--- src/rtl/tt_div_pkg.sv ---
// ============================================================================
// Module   : tt_div_pkg
// Purpose  : Shared widths, state encoding and constants for the 8/4 divider.
// Revision : 1.0 - initial release
// ============================================================================
`default_nettype none

package tt_div_pkg;

    localparam int N_W = 8;
    localparam int D_W = 4;

    localparam logic [1:0] ST_IDLE = 2'd0;
    localparam logic [1:0] ST_RUN  = 2'd1;
    localparam logic [1:0] ST_DONE = 2'd2;

    typedef enum logic [1:0] {
        IDLE = ST_IDLE,
        RUN  = ST_RUN,
        DONE = ST_DONE
    } state_t;

    localparam logic [D_W-1:0] ERR_FILL   = 4'hF;
    localparam logic [7:0]     UIO_OE_VAL = 8'b1110_0000;

endpackage

`default_nettype wire

--- src/rtl/div_step.sv ---
// ============================================================================
// Module   : div_step
// Purpose  : One combinational restoring-division iteration.
// Revision : 1.0 - initial release
// ============================================================================
`default_nettype none

module div_step
    import tt_div_pkg::*;
(
    input  logic [D_W:0]   p_in,
    input  logic           n_bit,
    input  logic [D_W-1:0] d,
    output logic [D_W:0]   p_out,
    output logic           q_bit
);

    logic [D_W:0] t;

    // The MSB of the partial remainder is always zero here because P < D
    // is maintained by the overflow check at accept time.
    logic unused_p_msb;
    assign unused_p_msb = p_in[D_W];

    assign t     = {p_in[D_W-1:0], n_bit};
    assign q_bit = (t >= {1'b0, d});
    assign p_out = q_bit ? (t - {1'b0, d}) : t;

endmodule

`default_nettype wire

--- src/rtl/tt_um_seq_divider_hhrb98.sv ---
// ============================================================================
// Module   : tt_um_seq_divider_hhrb98
// Purpose  : Sequential 8-bit / 4-bit restoring divider tile with start/busy/
//            done handshake. Optional macro DIV_ENA_GATE_EN gates on ena.
// Revision : 1.0 - initial release
// ============================================================================
`default_nettype none

module tt_um_seq_divider_hhrb98
    import tt_div_pkg::*;
(
    input  logic       clk,
    input  logic       rst_n,
    input  logic       ena,
    input  logic [7:0] ui_in,
    input  logic [7:0] uio_in,
    output logic [7:0] uo_out,
    output logic [7:0] uio_out,
    output logic [7:0] uio_oe
);

    state_t         state, state_nxt;
    logic [1:0]     count, count_nxt;
    logic [D_W:0]   p, p_nxt;
    logic [3:0]     n_lo, n_lo_nxt;
    logic [D_W-1:0] d_lat, d_lat_nxt;
    logic [D_W-1:0] q_acc, q_acc_nxt;
    logic [7:0]     res, res_nxt;
    logic           busy, busy_nxt;
    logic           done, done_nxt;
    logic           err, err_nxt;

    logic           adv;
    logic           start;
    logic [D_W-1:0] d_in;
    logic [D_W:0]   step_p;
    logic           step_q;

    assign start = uio_in[4];
    assign d_in  = uio_in[3:0];

`ifdef DIV_ENA_GATE_EN
    assign adv = ena;
`else
    assign adv = 1'b1;
`endif

    logic unused_ok;
    assign unused_ok = &{1'b0, ena, uio_in[7:5]};

    div_step u_step (
        .p_in  (p),
        .n_bit (n_lo[count]),
        .d     (d_lat),
        .p_out (step_p),
        .q_bit (step_q)
    );

    always_ff @(posedge clk or negedge rst_n) begin
        if (!rst_n) begin
            state <= IDLE;
            count <= 2'd0;
            p     <= '0;
            n_lo  <= '0;
            d_lat <= '0;
            q_acc <= '0;
            res   <= '0;
            busy  <= 1'b0;
            done  <= 1'b0;
            err   <= 1'b0;
        end else begin
            state <= state_nxt;
            count <= count_nxt;
            p     <= p_nxt;
            n_lo  <= n_lo_nxt;
            d_lat <= d_lat_nxt;
            q_acc <= q_acc_nxt;
            res   <= res_nxt;
            busy  <= busy_nxt;
            done  <= done_nxt;
            err   <= err_nxt;
        end
    end

    always_comb begin
        state_nxt = state;
        count_nxt = count;
        p_nxt     = p;
        n_lo_nxt  = n_lo;
        d_lat_nxt = d_lat;
        q_acc_nxt = q_acc;
        res_nxt   = res;
        busy_nxt  = busy;
        done_nxt  = done;
        err_nxt   = err;

        case (state)
            IDLE, DONE: begin
                if (start && adv) begin
                    n_lo_nxt  = ui_in[3:0];
                    d_lat_nxt = d_in;
                    q_acc_nxt = '0;
                    // Requiring N[7:4] < D guarantees a 4-bit quotient.
                    if ((d_in == '0) || (ui_in[7:4] >= d_in)) begin
                        state_nxt = DONE;
                        busy_nxt  = 1'b0;
                        done_nxt  = 1'b1;
                        err_nxt   = 1'b1;
                        res_nxt   = {ERR_FILL, ERR_FILL};
                    end else begin
                        state_nxt = RUN;
                        busy_nxt  = 1'b1;
                        done_nxt  = 1'b0;
                        err_nxt   = 1'b0;
                        res_nxt   = '0;
                        p_nxt     = {1'b0, ui_in[7:4]};
                        count_nxt = 2'd3;
                    end
                end
            end
            RUN: begin
                if (adv) begin
                    p_nxt            = step_p;
                    q_acc_nxt[count] = step_q;
                    if (count == 2'd0) begin
                        state_nxt = DONE;
                        busy_nxt  = 1'b0;
                        done_nxt  = 1'b1;
                        res_nxt   = {step_p[D_W-1:0], q_acc_nxt};
                    end else begin
                        count_nxt = count - 2'd1;
                    end
                end
            end
            default: begin
                state_nxt = IDLE;
            end
        endcase
    end

    assign uo_out  = res;
    assign uio_out = {err, done, busy, 5'b0_0000};
    assign uio_oe  = UIO_OE_VAL;

endmodule

`default_nettype wire

--- config.mk ---
export PLATFORM = sky130hd
export DESIGN_NAME = tt_um_seq_divider_hhrb98
export DESIGN_NICKNAME = d
export VERILOG_FILES = /design/src/rtl/tt_div_pkg.sv /design/src/rtl/div_step.sv /design/src/rtl/tt_um_seq_divider_hhrb98.sv
export SDC_FILE = /design/constraint.sdc
export NUM_CORES = 1
export LEC_CHECK = 0
export ABC_AREA = 1
export CAP_MARGIN = 25
export CORE_MARGIN = 2
export CORE_UTILIZATION = 57
export CTS_BUF_LIST = sky130_fd_sc_hd__clkbuf_8
export DETAILED_ROUTE_END_ITERATION = 7
export PLACE_DENSITY = 0.95
export SLEW_MARGIN = 10
export SYNTH_ARGS = -nofsm -noshare
export SYNTH_HDL_FRONTEND = slang
export SYNTH_SLANG_ARGS = --single-unit
--- constraint.sdc ---
create_clock -name clk -period 2.9 [get_ports clk]
set_input_delay 0.58 -clock clk [delete_from_list [all_inputs] [get_ports clk]]
set_output_delay 0.58 -clock clk [all_outputs]
set_load 0.01 [all_outputs]
* Word level (Yosys, flattened, before mapping)
Cells that the tools add are included.
Cells by class: add/subtract/negate cells 2, $lt $le $gt $ge 4, equal/unequal tests 6, muxes and demuxes 31, reduce and logical (&&, ||, !) cells 13
Operators with widths (number):
- $mux W8 | 3
- $mux W4 | 4
- $pmux W4 S2 | 2
- $pmux W8 S2 | 1
- $mux W2 | 6
- $mux W1 | 8
- $ne A2 B2 Y1 const B | 4
- $pmux W2 S2 | 2
- $reduce_and A2 Y1 | 3
- $reduce_and A3 Y1 | 2
- $ge A5 B4 Y1 | 1
- $bwmux W4 | 1
- $ge A4 B4 Y1 | 1
- $logic_not A2 Y1 | 2
- $logic_not A4 Y1 | 1
- $pmux W1 S2 | 2
- $reduce_and A4 Y1 | 1
- $sub A4 B4 Y4 | 1
- $lt A2 B3 Y1 const B | 1
- $bmux W1 S2 | 1
- $demux W1 S2 | 1
- $eq A2 B1 Y1 const B | 1
- $eq A2 B2 Y1 const B | 1
- $ge A2 B1 Y1 const B | 1
- 5 further kinds | 5
Word-level totals: register bits 31, output and inout bits 24, logic and storage cells 66

* Depth between registers and ports, before layout
Gate-level depths: netlist (run 1).
depth in word-level cells 7, mapped depth 15, gate-level depth less buffers 15

* Cells and area by module
From an unflattened synthesis (run 1), not the netlist that was laid out.
Unflattened totals: cell total of the unflattened synthesis 267, area total of the unflattened synthesis 2062.0 um^2
By module, submodules not included:
- tt_um_seq_divider_hhrb98 | instances 1, cells each 212, area each 1749.2 um^2, seq. area each 800.8 um^2
- div_step | instances 1, cells each 55, area each 312.8 um^2, seq. area each 0.0 um^2

* Worst setup path before layout (run 1)
No wires, ideal clock.
path type register -> register, start register count[0], end register p[2], arrival time 1704 ps, required time 2827 ps, setup slack 1123 ps, stages on the path, launching flop included 11, clock period less this slack 1777 ps, path through dfrtp_1 -> inv_1 -> nand2_1 -> nand3_1 -> nand2_1 -> ha_1 -> fa_1 -> xor2_1 -> nand2_2 -> nand3_2 -> a21oi_2
Between the ends: cells in the longest elaborated chain, start to end 5
Ends and longest elaborated chain:
- start, declared | line tt_um_seq_divider_hhrb98.sv:23 | logic [1:0] count, count_nxt;
- start signal, assigned | line tt_um_seq_divider_hhrb98.sv:73 | count <= count_nxt;
- $bmux W1 S2 (*) | line tt_um_seq_divider_hhrb98.sv:53 | .n_bit (n_lo[count]),
- $mux W1 (implied by the code) (*) | line tt_um_seq_divider_hhrb98.sv:53
- $sub A4 B4 Y4 / $ge A5 B4 Y1 (equally long branches) | line div_step.sv:27, div_step.sv:26
- $mux W4 (*) | line div_step.sv:27 | assign p_out = q_bit ? (t - {1'b0, d}) : t;
- $pmux W4 S2 (*) | line tt_um_seq_divider_hhrb98.sv:97 | case (state)
- end signal, assigned | line tt_um_seq_divider_hhrb98.sv:74 | p <= p_nxt;
- end, declared | line tt_um_seq_divider_hhrb98.sv:24 | logic [D_W:0] p, p_nxt;
Every way passes the cells marked *; elsewhere a longest branch is shown, timed or not. The select of a mux whose other input is x is not followed. A chain may end at the register's enable or synchronous reset.

* Worst setup path after layout (run 1)
start input port uio_in[3], end register res[7] (netlist: uo_out[7])
Between the ends: cells in the longest elaborated chain, start to end 5
Ends and longest elaborated chain:
- start, declared | line tt_um_seq_divider_hhrb98.sv:16 | input logic [7:0] uio_in,
- $ge A4 B4 Y1 / $logic_not A4 Y1 (equally long branches) | line tt_um_seq_divider_hhrb98.sv:104 | if ((d_in == '0) || (ui_in[7:4] >= d_in)) begin
- $logic_or A1 B1 Y1 (*) | line tt_um_seq_divider_hhrb98.sv:104
- $mux W8 (*) | line tt_um_seq_divider_hhrb98.sv:104
- $mux W8 (*) | line tt_um_seq_divider_hhrb98.sv:99 | if (start && adv) begin
- $pmux W8 S2 (*) | line tt_um_seq_divider_hhrb98.sv:97
- end signal, assigned | line tt_um_seq_divider_hhrb98.sv:78 | res <= res_nxt;
- end, declared | line tt_um_seq_divider_hhrb98.sv:28 | logic [7:0] res, res_nxt;
Marked as above.

==> impl_metrics.csv, run 1 <==
group,metric,value,unit
run_status,status,"completed",
clock_network,insertion_delay,0.28,ns
job,maxCapViolCount,0,
synthesis,synthSimpleGateAreaFrac,28.4,%
synthesis,synth_fa_ha_area_share,8.27,%
power,seqPwrFrac,28.8,%
timing,hold_ws,0.480,ns
timing,fmax,484,MHz
routing,routed_wl,3.46,mm
clock_network,clockRootBuffer,"clkbuf_8",
floorplanning,die-area,4100,µm²
synthesis,synth_cell_types,31,
global_route,grt_use_total,19.2,%
setup_path,cp-start-kind,"input port",
synthesis,yosysWarnings,0,
timing,period_minus_slack,2.06,ns
power,comb_power_share,57.6,%
synthesis,synth_top_family_by_area,"simple AND/OR/NAND/NOR gates",
hold_path,hp-class,"register to register",
synthesis,synth-seq-area-share,37.7,%
power,clkPwrFrac,13.7,%
setup_path,reg2regPathDepth,15,
floorplanning,fp.dieW,64.1,µm
timing,finClkSkew,0.00585,ns
synthesis,muxShareOfSynthArea,0,%
power,p_switching,0.00120,W
power,power.share.switching,45.2,%
timing,setup_violations,0,
clock_network,cts_num_sinks,31,
setup_path,path_class,"input port to register",
setup_path,cp_max_fo,4,
synthesis,synth_seq_cells,31,
synthesis,synth_compound_area_share,9.98,%
synthesis,syn_area,2060,µm²
clock_network,hold_buffers,0,
floorplanning,rows,21,
placed_design,portBuffers,25,
floorplanning,die_y,64.1,µm
cells_and_area,area_growth,15.0,%
cells_and_area,final_common_cell,"nand2_1",
floorplanning,io_pins,43,
setup_path,cp_data_arrival_time,2.24,ns
floorplanning,start_util,60.7,%
routing,viasPerCell,4.80,
global_route,grt_pass1_vias,1380,
synthesis,avgSynthCellArea,8.57,µm²
global_route,antenna_found_initial,0,
synthesis,syn_inst,240,
timing,timing.final.crit_share,71.2,%
clock_network,post-cts-setup-buffers,0,
clock_network,cts_buffers,5,
cells_and_area,drive_gt1_share,20.2,%
hold_path,hold_path_depth,2,
routing,drc_errors,0,
placed_design,place.gp.congestion,0.839,
cells_and_area,fillers,271,
cells_and_area,final_cells,313,
clock_network,clockBufferDepth,2,
floorplanning,coreArea,3390,µm²
cells_and_area,num_antenna_cells,0,
cells_and_area,seqCellArea,776,µm²
power,leakage,1.20,nW
global_route,grt_max_degree,32,
setup_path,critPathCaptureType,"register",
clock_network,cts.clk_slew.worst_paths,0.06,ns
timing,setup_tns,0,ns
timing,final_max_slew_viol_count,0,
setup_path,worstPathRequired,3.07,ns
clock_network,htreeDepth,2,
clock_network,cts_tree,"built",
routing,detail-route-antenna-nets,0,
power,power,0.00266,W
routing,drtIter0Drc,45,
timing,rsz0062_at_grt,"no",
cells_and_area,fin_nets,298,
routing,wl_per_cell,11.0,µm
power,internal_power,0.00146,W
placed_design,dp_hpwl,2.67,mm
cells_and_area,layout_common_cells,"51 x nand2_1, 31 x inv_1, 31 x dfrtp_1",
global_route,grt_pass1_wl,6.05,mm
placed_design,dp_cells,305,
power,power-per-cell-area,1120,nW/µm²
routing,num_vias,1502,
cells_and_area,multi_input_area,1020,µm²
synthesis,synth-xor-area-share,0.426,%
routing,dr.pass1.iters,4,
clock_network,postCtsResizedCells,0,
power,ir_worst_vdd,503,µV
global_route,grt.overflow.total,0,
timing,finalHoldViolations,0,
## final cells by class
class | instances | area share, %
tap | 46 | 2.43
sequential | 31 | 32.8
timing repair buffer | 27 | 11.2
inverter | 35 | 6.30
clock inverter | 1 | 0.159
multi-input combinational | 166 | 43.0
clock buffer | 7 | 4.07
## power groups by stage
stage	combinational [W]	clock, W	sequential, W
floorplan	0.00121	0	0.000771
detailed placement	0.00154	0	0.000767
finish	0.00153	0.000363	0.000766
global route	0.00169	0.000389	0.000790
global placement	0.00146	0	0.000760
CTS	0.00155	0.000369	0.000765
## through the flow
step	worst slack (ns)	area, µm²	util [%]
6_report	0.836	2360	69.8
5_1_grt	0.647	2360	69.8
4_1_cts	0.824	2360	69.8
3_5_place_dp	0.533	2260	66.8
3_3_place_gp	0.560	2260	66.8
2_1_floorplan	1.12	2100	-
## cell families (layout without fill, tap and decap cells)
| kind of cell | Yosys count | count (layout) |
|---|---|---|
| xor gates and xnor gates | 1 | 1 |
| adders and majority gates | 13 | 13 |
| other | 2 | 13 |
| AOI/OAI and AO/OA | 29 | 29 |
| and+or+nand+nor | 110 | 110 |
| buffers and inverters | 54 | 70 |
| DFF | 31 | 31 |
## per-layer routing
metal | up-vias | GRT usage [%] | part of all wire [%]
li1 | 765 | - | -
met1 | 685 | 24.3 | 45
met2 | 44 | 31.5 | 48
met3 | 8 | 3.87 | 4.7
met4 | 0 | 8.97 | 2.2
met5 | - | 0 | 0
## cells in the mapped netlist
cell type / number / area (µm²)
nand2_8: 2 / 40.0
a21oi_2: 13 / 114
buf_6: 1 / 11.3
a21oi_1: 4 / 20.0
conb_1: 2 / 7.51
inv_12: 1 / 16.3
inv_4: 2 / 12.5
clkinv_1: 1 / 3.75
inv_1: 30 / 113
nand3b_1: 1 / 7.51
or2_1: 1 / 6.26
o21ai_1: 3 / 15.0
o21ai_2: 3 / 26.3
nor2_8: 2 / 40.0
buf_4: 16 / 120
nor2_2: 6 / 37.5
o21ai_0: 6 / 30.0
nand2_2: 7 / 43.8
dfrtp_1: 31 / 776
ha_1: 12 / 150
xor2_1: 1 / 8.76
nand2_1: 51 / 191
fa_1: 1 / 20.0
inv_2: 1 / 3.75
buf_2: 1 / 5.00
nand3_1: 10 / 50.1
buf_12: 1 / 20.0
nor2_1: 22 / 82.6
nor2_4: 1 / 11.3
nand2_4: 3 / 33.8
nand3_2: 4 / 40.0
## registers in the layout, indices dropped and copies added (netlist names)
| signal | flops |
|---|---|
| d_lat | 4 |
| done | 1 |
| q_acc | 4 |
| busy | 1 |
| err | 1 |
| state | 2 |
| uo_out | 8 |
| n_lo | 4 |
| count | 2 |
| p | 4 |
## final timing paths
kind | start | endpoint | slack, ns
worst max-delay path | uio_in[3] | uo_out[7]$_DFFE_PN0P_ | 0.84
worst min-delay path | n_lo[2]$_DFFE_PN0P_ | n_lo[2]$_DFFE_PN0P_ | 0.48
worst max register to register | count[0]$_DFFE_PN0P_ | uo_out[7]$_DFFE_PN0P_ | 0.85
worst min register to register | n_lo[2]$_DFFE_PN0P_ | n_lo[2]$_DFFE_PN0P_ | 0.48
max in group asynchronous | rst_n | n_lo[0]$_DFFE_PN0P_ | 1.94
min in group asynchronous | rst_n | q_acc[1]$_DFFE_PN0P_ | 0.69
## critical path, stage by stage
cell and delay, ns:
clkdlybuf4s50_1 0.50, inv_1 0.05, ha_1 0.28, nand2_1 0.06
nand2_1 0.04, a21oi_1 0.10, nand2_1 0.16, o21ai_1 0.25
inv_1 0.09, nand2_1 0.07, nand2_1 0.04
Note: power is estimated with default switching activity, not from simulation.
==> run 2, diff against run 1 <==
CORE_UTILIZATION = 48   (was 57)
PLACE_DENSITY = 0.89   (was 0.95)
clock period = 1.75 ns   (was 2.9 ns; I/O delays follow)
==> impl_metrics.csv, run 2 (synthesis results as in run 1) <==
group,metric,value,unit
power,power.share.switching,45.4,%
timing,timing.final.crit_share,102,%
routing,drtIter0Drc,70,
setup_path,worstPathRequired,1.93,ns
timing,final_max_slew_viol_count,0,
timing,setup_tns,-0.133,ns
routing,dr.pass1.iters,4,
global_route,grt_pass1_vias,1568,
routing,viasPerCell,4.70,
power,power-per-cell-area,1870,nW/µm²
clock_network,htreeDepth,2,
run_status,status,"complete, but fails checks",
global_route,grt_use_total,18.0,%
routing,drc_errors,0,
global_route,grt_pass1_wl,6.87,mm
clock_network,insertion_delay,0.29,ns
routing,routed_wl,3.97,mm
setup_path,cp_data_arrival_time,1.96,ns
placed_design,dp_slack,-0.321,ns
setup_path,path_class,"register to register",
floorplanning,fp.dieW,69.5,µm
clock_network,clockBufferDepth,2,
setup_path,critPathCaptureType,"register",
run_status,violations,"setup timing",
setup_path,cp_common_cell,"nand2_1",
timing,setup_violations,10,
setup_path,path_buf_inv,2,
placed_design,place.gp.congestion,0.832,
placed_design,dp_hpwl,3.01,mm
power,p_switching,0.00223,W
floorplanning,start_util,50.7,%
floorplanning,coreArea,4060,µm²
power,internal_power,0.00268,W
timing,finClkSkew,0.00662,ns
cells_and_area,area_growth,27.7,%
timing,period_minus_slack,1.78,ns
timing,fmax,561,MHz
power,leakage,1.32,nW
clock_network,clockRootBuffer,"clkbuf_8",
routing,wl_per_cell,11.8,µm
global_route,grt.overflow.total,0,
clock_network,cts_num_sinks,31,
routing,detail-route-antenna-nets,0,
setup_path,max_stage_delay,0.42,ns
cells_and_area,drive_gt1_share,31.9,%
clock_network,cts.clk_slew.worst_paths,0.06,ns
hold_path,hp-class,"input port to register",
cells_and_area,final_common_cell,"nand2_1",
clock_network,cts_tree,"built",
power,power,0.00491,W
setup_path,worstPathCellList,"inv_2, nand2_2, nand3_2, nand2_2, ha_4, inv_2, nand2_1, nand2_1, nand2_2, nand2_4, nand2_8, nand3_2, nand3_2, nand2_1, nand2_1",
job,maxCapViolCount,0,
floorplanning,die-area,4820,µm²
cells_and_area,fillers,356,
power,ir_worst_vdd,690,µV
cells_and_area,num_antenna_cells,0,
power,clkPwrFrac,10.5,%
global_route,grt_max_degree,32,
global_route,antenna_found_initial,0,
placed_design,portBuffers,25,
cells_and_area,fin_nets,319,
timing,finalWorstSetupSlack,-0.0314,ns
floorplanning,io_pins,43,
setup_path,crit_slowest_cell,"dfrtp_1",
routing,num_vias,1587,
clock_network,cts_buffers,5,
cells_and_area,multi_input_area,1130,µm²
floorplanning,die_y,69.5,µm
timing,rsz0062_at_grt,"yes",
setup_path,crit_family,"simple AND/OR/NAND/NOR gates",
floorplanning,rows,23,
cells_and_area,seqCellArea,776,µm²
power,comb_power_share,63.7,%
setup_path,cp_max_fo,8,
setup_path,cp-start-kind,"register",
cells_and_area,layout_common_cells,"44 x nand2_1, 31 x dfrtp_1, 30 x inv_1",
timing,finalHoldViolations,0,
power,seqPwrFrac,25.7,%
cells_and_area,largest_register_ff_count,8,
-- run 2: changes by cell type in the layout (fill, tap and decap cells not counted), sizes merged --
cell	delta
buf	+21
clkbuf	-2
clkdlybuf4s50	-1
clkinv	+1
dlymetal6s2s	+1
inv	+1
-- run 2: power by group through the flow --
stage	combinational (W)	clock [W]	sequential (W)
5_1_grt	0.00345	0.000560	0.00131
4_1_cts	0.00304	0.000537	0.00126
3_3_place_gp	0.00268	0	0.00125
6_report	0.00313	0.000518	0.00126
2_1_floorplan	0.00200	0	0.00128
3_5_place_dp	0.00279	0	0.00126
-- run 2: per-stage QoR --
| stage | std cells | instance area [µm²] | hold slack (ns) | utilization (%) |
|---|---|---|---|---|
| final | 338 | 2630 | 0.423 | 64.7 |
| after global routing | 338 | 2630 | 0.471 | 64.7 |
| after floorplan | 251 | 2100 | 0.0544 | - |
| after detailed placement | 327 | 2400 | 0.463 | 59.3 |
| after global placement | 327 | 2400 | 0.460 | 59.3 |
| after CTS | 336 | 2560 | 0.470 | 63.2 |
-- run 2: repair_timing --
action                     CTS  global route
hold endpoints to repair     0             0
hold buffers                 0             0
pin swaps                    6            10
gates resized for setup     15            15
setup endpoints to repair   18            21
setup buffers                1             2
-- run 2: area by class of cell --
class | count | share of cell area, %
clock buffers | 5 | 2.62
flip-flops and latches | 31 | 29.5
clock inverters | 3 | 0.476
well taps | 50 | 2.38
inverters | 35 | 5.67
multi-input cells | 166 | 43.0
repair buffers | 48 | 16.3
-- run 2: layer usage --
metal	share of wire [%]	GRT usage (%)	routed length [µm]
met1	44	23.0	1750
met2	49	28.6	1940
met5	0	0	0
met3	4.6	5.09	182
met4	2.6	7.84	103
-- run 2: worst paths after layout --
path	startpoint	to	slack, ns	depth (start not counted)
max	count[0]$_DFFE_PN0P_	p[3]$_DFFE_PN0P_	-0.03	15
min	uio_in[3]	d_lat[3]$_DFFE_PN0P_	0.42	4
max reg2reg	count[0]$_DFFE_PN0P_	p[3]$_DFFE_PN0P_	-0.03	15
min reg2reg	n_lo[1]$_DFFE_PN0P_	n_lo[1]$_DFFE_PN0P_	0.48	2
max in group asynchronous	rst_n	state[1]$_DFFE_PN0P_	1.00	2
min in group asynchronous	rst_n	p[1]$_DFFE_PN0P_	0.47	2
-- run 2: worst register-to-register path, stage by stage (launching register included) --
cell and delay (ns):
dfrtp_1 0.42, inv_2 0.10, nand2_2 0.06, nand3_2 0.07, nand2_2 0.08, ha_4 0.22
inv_2 0.05, nand2_1 0.04, nand2_1 0.06, nand2_2 0.06, nand2_4 0.12, nand2_8 0.10
nand3_2 0.08, nand3_2 0.08, nand2_1 0.08, nand2_1 0.05
==> run 3, diff against run 2 <==
CORE_MARGIN = unset   (was 2)
CORE_UTILIZATION = 53   (was 48)
PLACE_DENSITY = 0.92   (was 0.89)
clock period = 1.7 ns   (was 1.75 ns; I/O delays follow)
==> impl_metrics.csv, run 3 (synthesis results as in run 1) <==
group,metric,value,unit
run_status,status,"complete, but fails checks",
run_status,violations,"setup timing",
power,comb_power_share,61.9,%
cells_and_area,drive_gt1_share,35.3,%
cells_and_area,layout_common_cells,"43 x nand2_1, 31 x dfrtp_1, 25 x inv_1",
clock_network,cts_tree,"built",
routing,detail-route-antenna-nets,0,
clock_network,clockRootBuffer,"clkbuf_8",
setup_path,crit_slowest_cell,"dfrtp_1",
setup_path,path_class,"register to register",
setup_path,path_buf_inv,2,
routing,wl_per_cell,12.7,µm
timing,finClkSkew,0.0104,ns
cells_and_area,final_common_cell,"nand2_1",
power,clkPwrFrac,13.9,%
power,power.share.switching,44.4,%
cells_and_area,postLayoutCoreUtil,72.6,%
power,internal_power,0.00301,W
clock_network,hold_buffers,0,
cells_and_area,area_growth,30.1,%
global_route,grt.overflow.total,0,
timing,rsz0062_at_grt,"yes",
timing,finalHoldViolations,0,
cells_and_area,fin_nets,320,
placed_design,dp_slack,-0.372,ns
clock_network,insertion_delay,0.29,ns
routing,viasPerCell,4.80,
setup_path,regToRegEndpoint,"p[1]$_DFFE_PN0P_",
routing,drtIter0Drc,58,
setup_path,cp_data_arrival_time,2.04,ns
clock_network,clockBufferDepth,2,
routing,routed_wl,4.27,mm
timing,timing.final.crit_share,107,%
routing,num_vias,1616,
timing,finalWorstSetupSlack,-0.113,ns
placed_design,dp_hpwl,2.89,mm
cells_and_area,final_area,2680,µm²
routing,drc_errors,0,
power,power,0.00542,W
global_route,grt_pass1_vias,1576,
global_route,grt_pass1_wl,6.85,mm
setup_path,max_stage_delay,0.42,ns
floorplanning,rows,22,
setup_path,cp_common_cell,"nand2_2",
setup_path,reg2regPathDepth,14,
job,maxCapViolCount,0,
power,seqPwrFrac,24.1,%
cells_and_area,largest_register_ff_count,8,
setup_path,cp_max_fo,8,
setup_path,cp-start-kind,"register",
floorplanning,fp.dieW,64.3,µm
hold_path,hp-class,"input port to async pin",
setup_path,critPathCaptureType,"register",
placed_design,portBuffers,25,
floorplanning,die_y,64.3,µm
setup_path,worstPathRequired,1.92,ns
global_route,grt_use_total,22.3,%
global_route,grt_max_degree,32,
clock_network,htreeDepth,2,
timing,setup_violations,15,
power,p_switching,0.00240,W
floorplanning,die-area,4130,µm²
routing,dr.pass1.iters,4,
global_route,antenna_found_initial,0,
cells_and_area,num_antenna_cells,0,
timing,final_max_slew_viol_count,0,
power,leakage,1.33,nW
floorplanning,io_pins,43,
setup_path,worstPathCellList,"inv_2, nand2_2, nand3_2, nand2_4, ha_4, inv_2, nand2_2, nand2_2, nand2_2, nand2_4, nand2_8, nand2_2, nand3_4, a21oi_2",
floorplanning,start_util,55.8,%
placed_design,place.gp.congestion,0.843,
clock_network,cts_buffers,5,
timing,fmax,552,MHz
setup_path,crit_family,"simple AND/OR/NAND/NOR gates",
clock_network,cts.clk_slew.worst_paths,0.07,ns
timing,setup_tns,-1.35,ns
setup_path,reg2reg_from,"count[0]$_DFFE_PN0P_",
power,power-per-cell-area,2020,nW/µm²
timing,period_minus_slack,1.81,ns
setup_path,r2r_slack,-0.11,ns
placed_design,post_dp_cell_area,2410,µm²
clock_network,cts_num_sinks,31,
floorplanning,coreArea,3690,µm²
power,ir_worst_vdd,948,µV
[run 3: worst max path at each step]
| stage | start | to | slack [ns] | cells past startpoint |
|---|---|---|---|---|
| floorplan | count[0]$_DFFE_PN0P_ | q_acc[1]$_DFFE_PN0P_ | 0.02 | 13 |
| global placement | uio_in[3] | uo_out[7]$_DFFE_PN0P_ | -0.34 | 11 |
| detailed placement | uio_in[3] | count[0]$_DFFE_PN0P_ | -0.37 | 11 |
| CTS | count[0]$_DFFE_PN0P_ | p[3]$_DFFE_PN0P_ | -0.09 | 15 |
| global route | count[0]$_DFFE_PN0P_ | uo_out[0]$_DFFE_PN0P_ | -0.24 | 15 |
| finish | count[0]$_DFFE_PN0P_ | p[1]$_DFFE_PN0P_ | -0.11 | 14 |
[run 3: final cells by class]
cell class              count  area (µm²)
inverters                  35         149
well taps                  48        60.1
multi-input cells         166        1140
repair buffers             49         433
clock buffers               6        82.6
flip-flops and latches     31         776
fillers                   297        1010
clock inverters             2        35.0
[run 3: through the flow]
| step | hold slack, ns | instances |
|---|---|---|
| global placement | 0.459 | 325 |
| global route | 0.467 | 337 |
| floorplan | 0.0444 | 251 |
| detailed placement | 0.459 | 325 |
| CTS | 0.462 | 335 |
| finish | 0.452 | 337 |
[run 3: timing repair]
action,CTS,global route
setup buffers,2,2
pin swaps,8,10
gates cloned,0,0
gates resized for setup,10,22
setup endpoints to repair,20,23
[run 3: per-layer routing]
metal	vias up	part of all wire, %	GRT usage [%]
met5	-	0	0
met4	0	2.7	8.89
met3	9	3.5	6.07
met2	42	51	39.3
met1	752	42	25.1
li1	813	-	-
[run 3: power groups by stage]
| stage | Clock [W] | Sequential, W | Combinational [W] |
|---|---|---|---|
| final | 0.000755 | 0.00131 | 0.00335 |
| after global routing | 0.000811 | 0.00135 | 0.00369 |
| after CTS | 0.000762 | 0.00130 | 0.00306 |
| after detailed placement | 0 | 0.00130 | 0.00287 |
| after global placement | 0 | 0.00128 | 0.00276 |
| after floorplan | 0 | 0.00132 | 0.00207 |
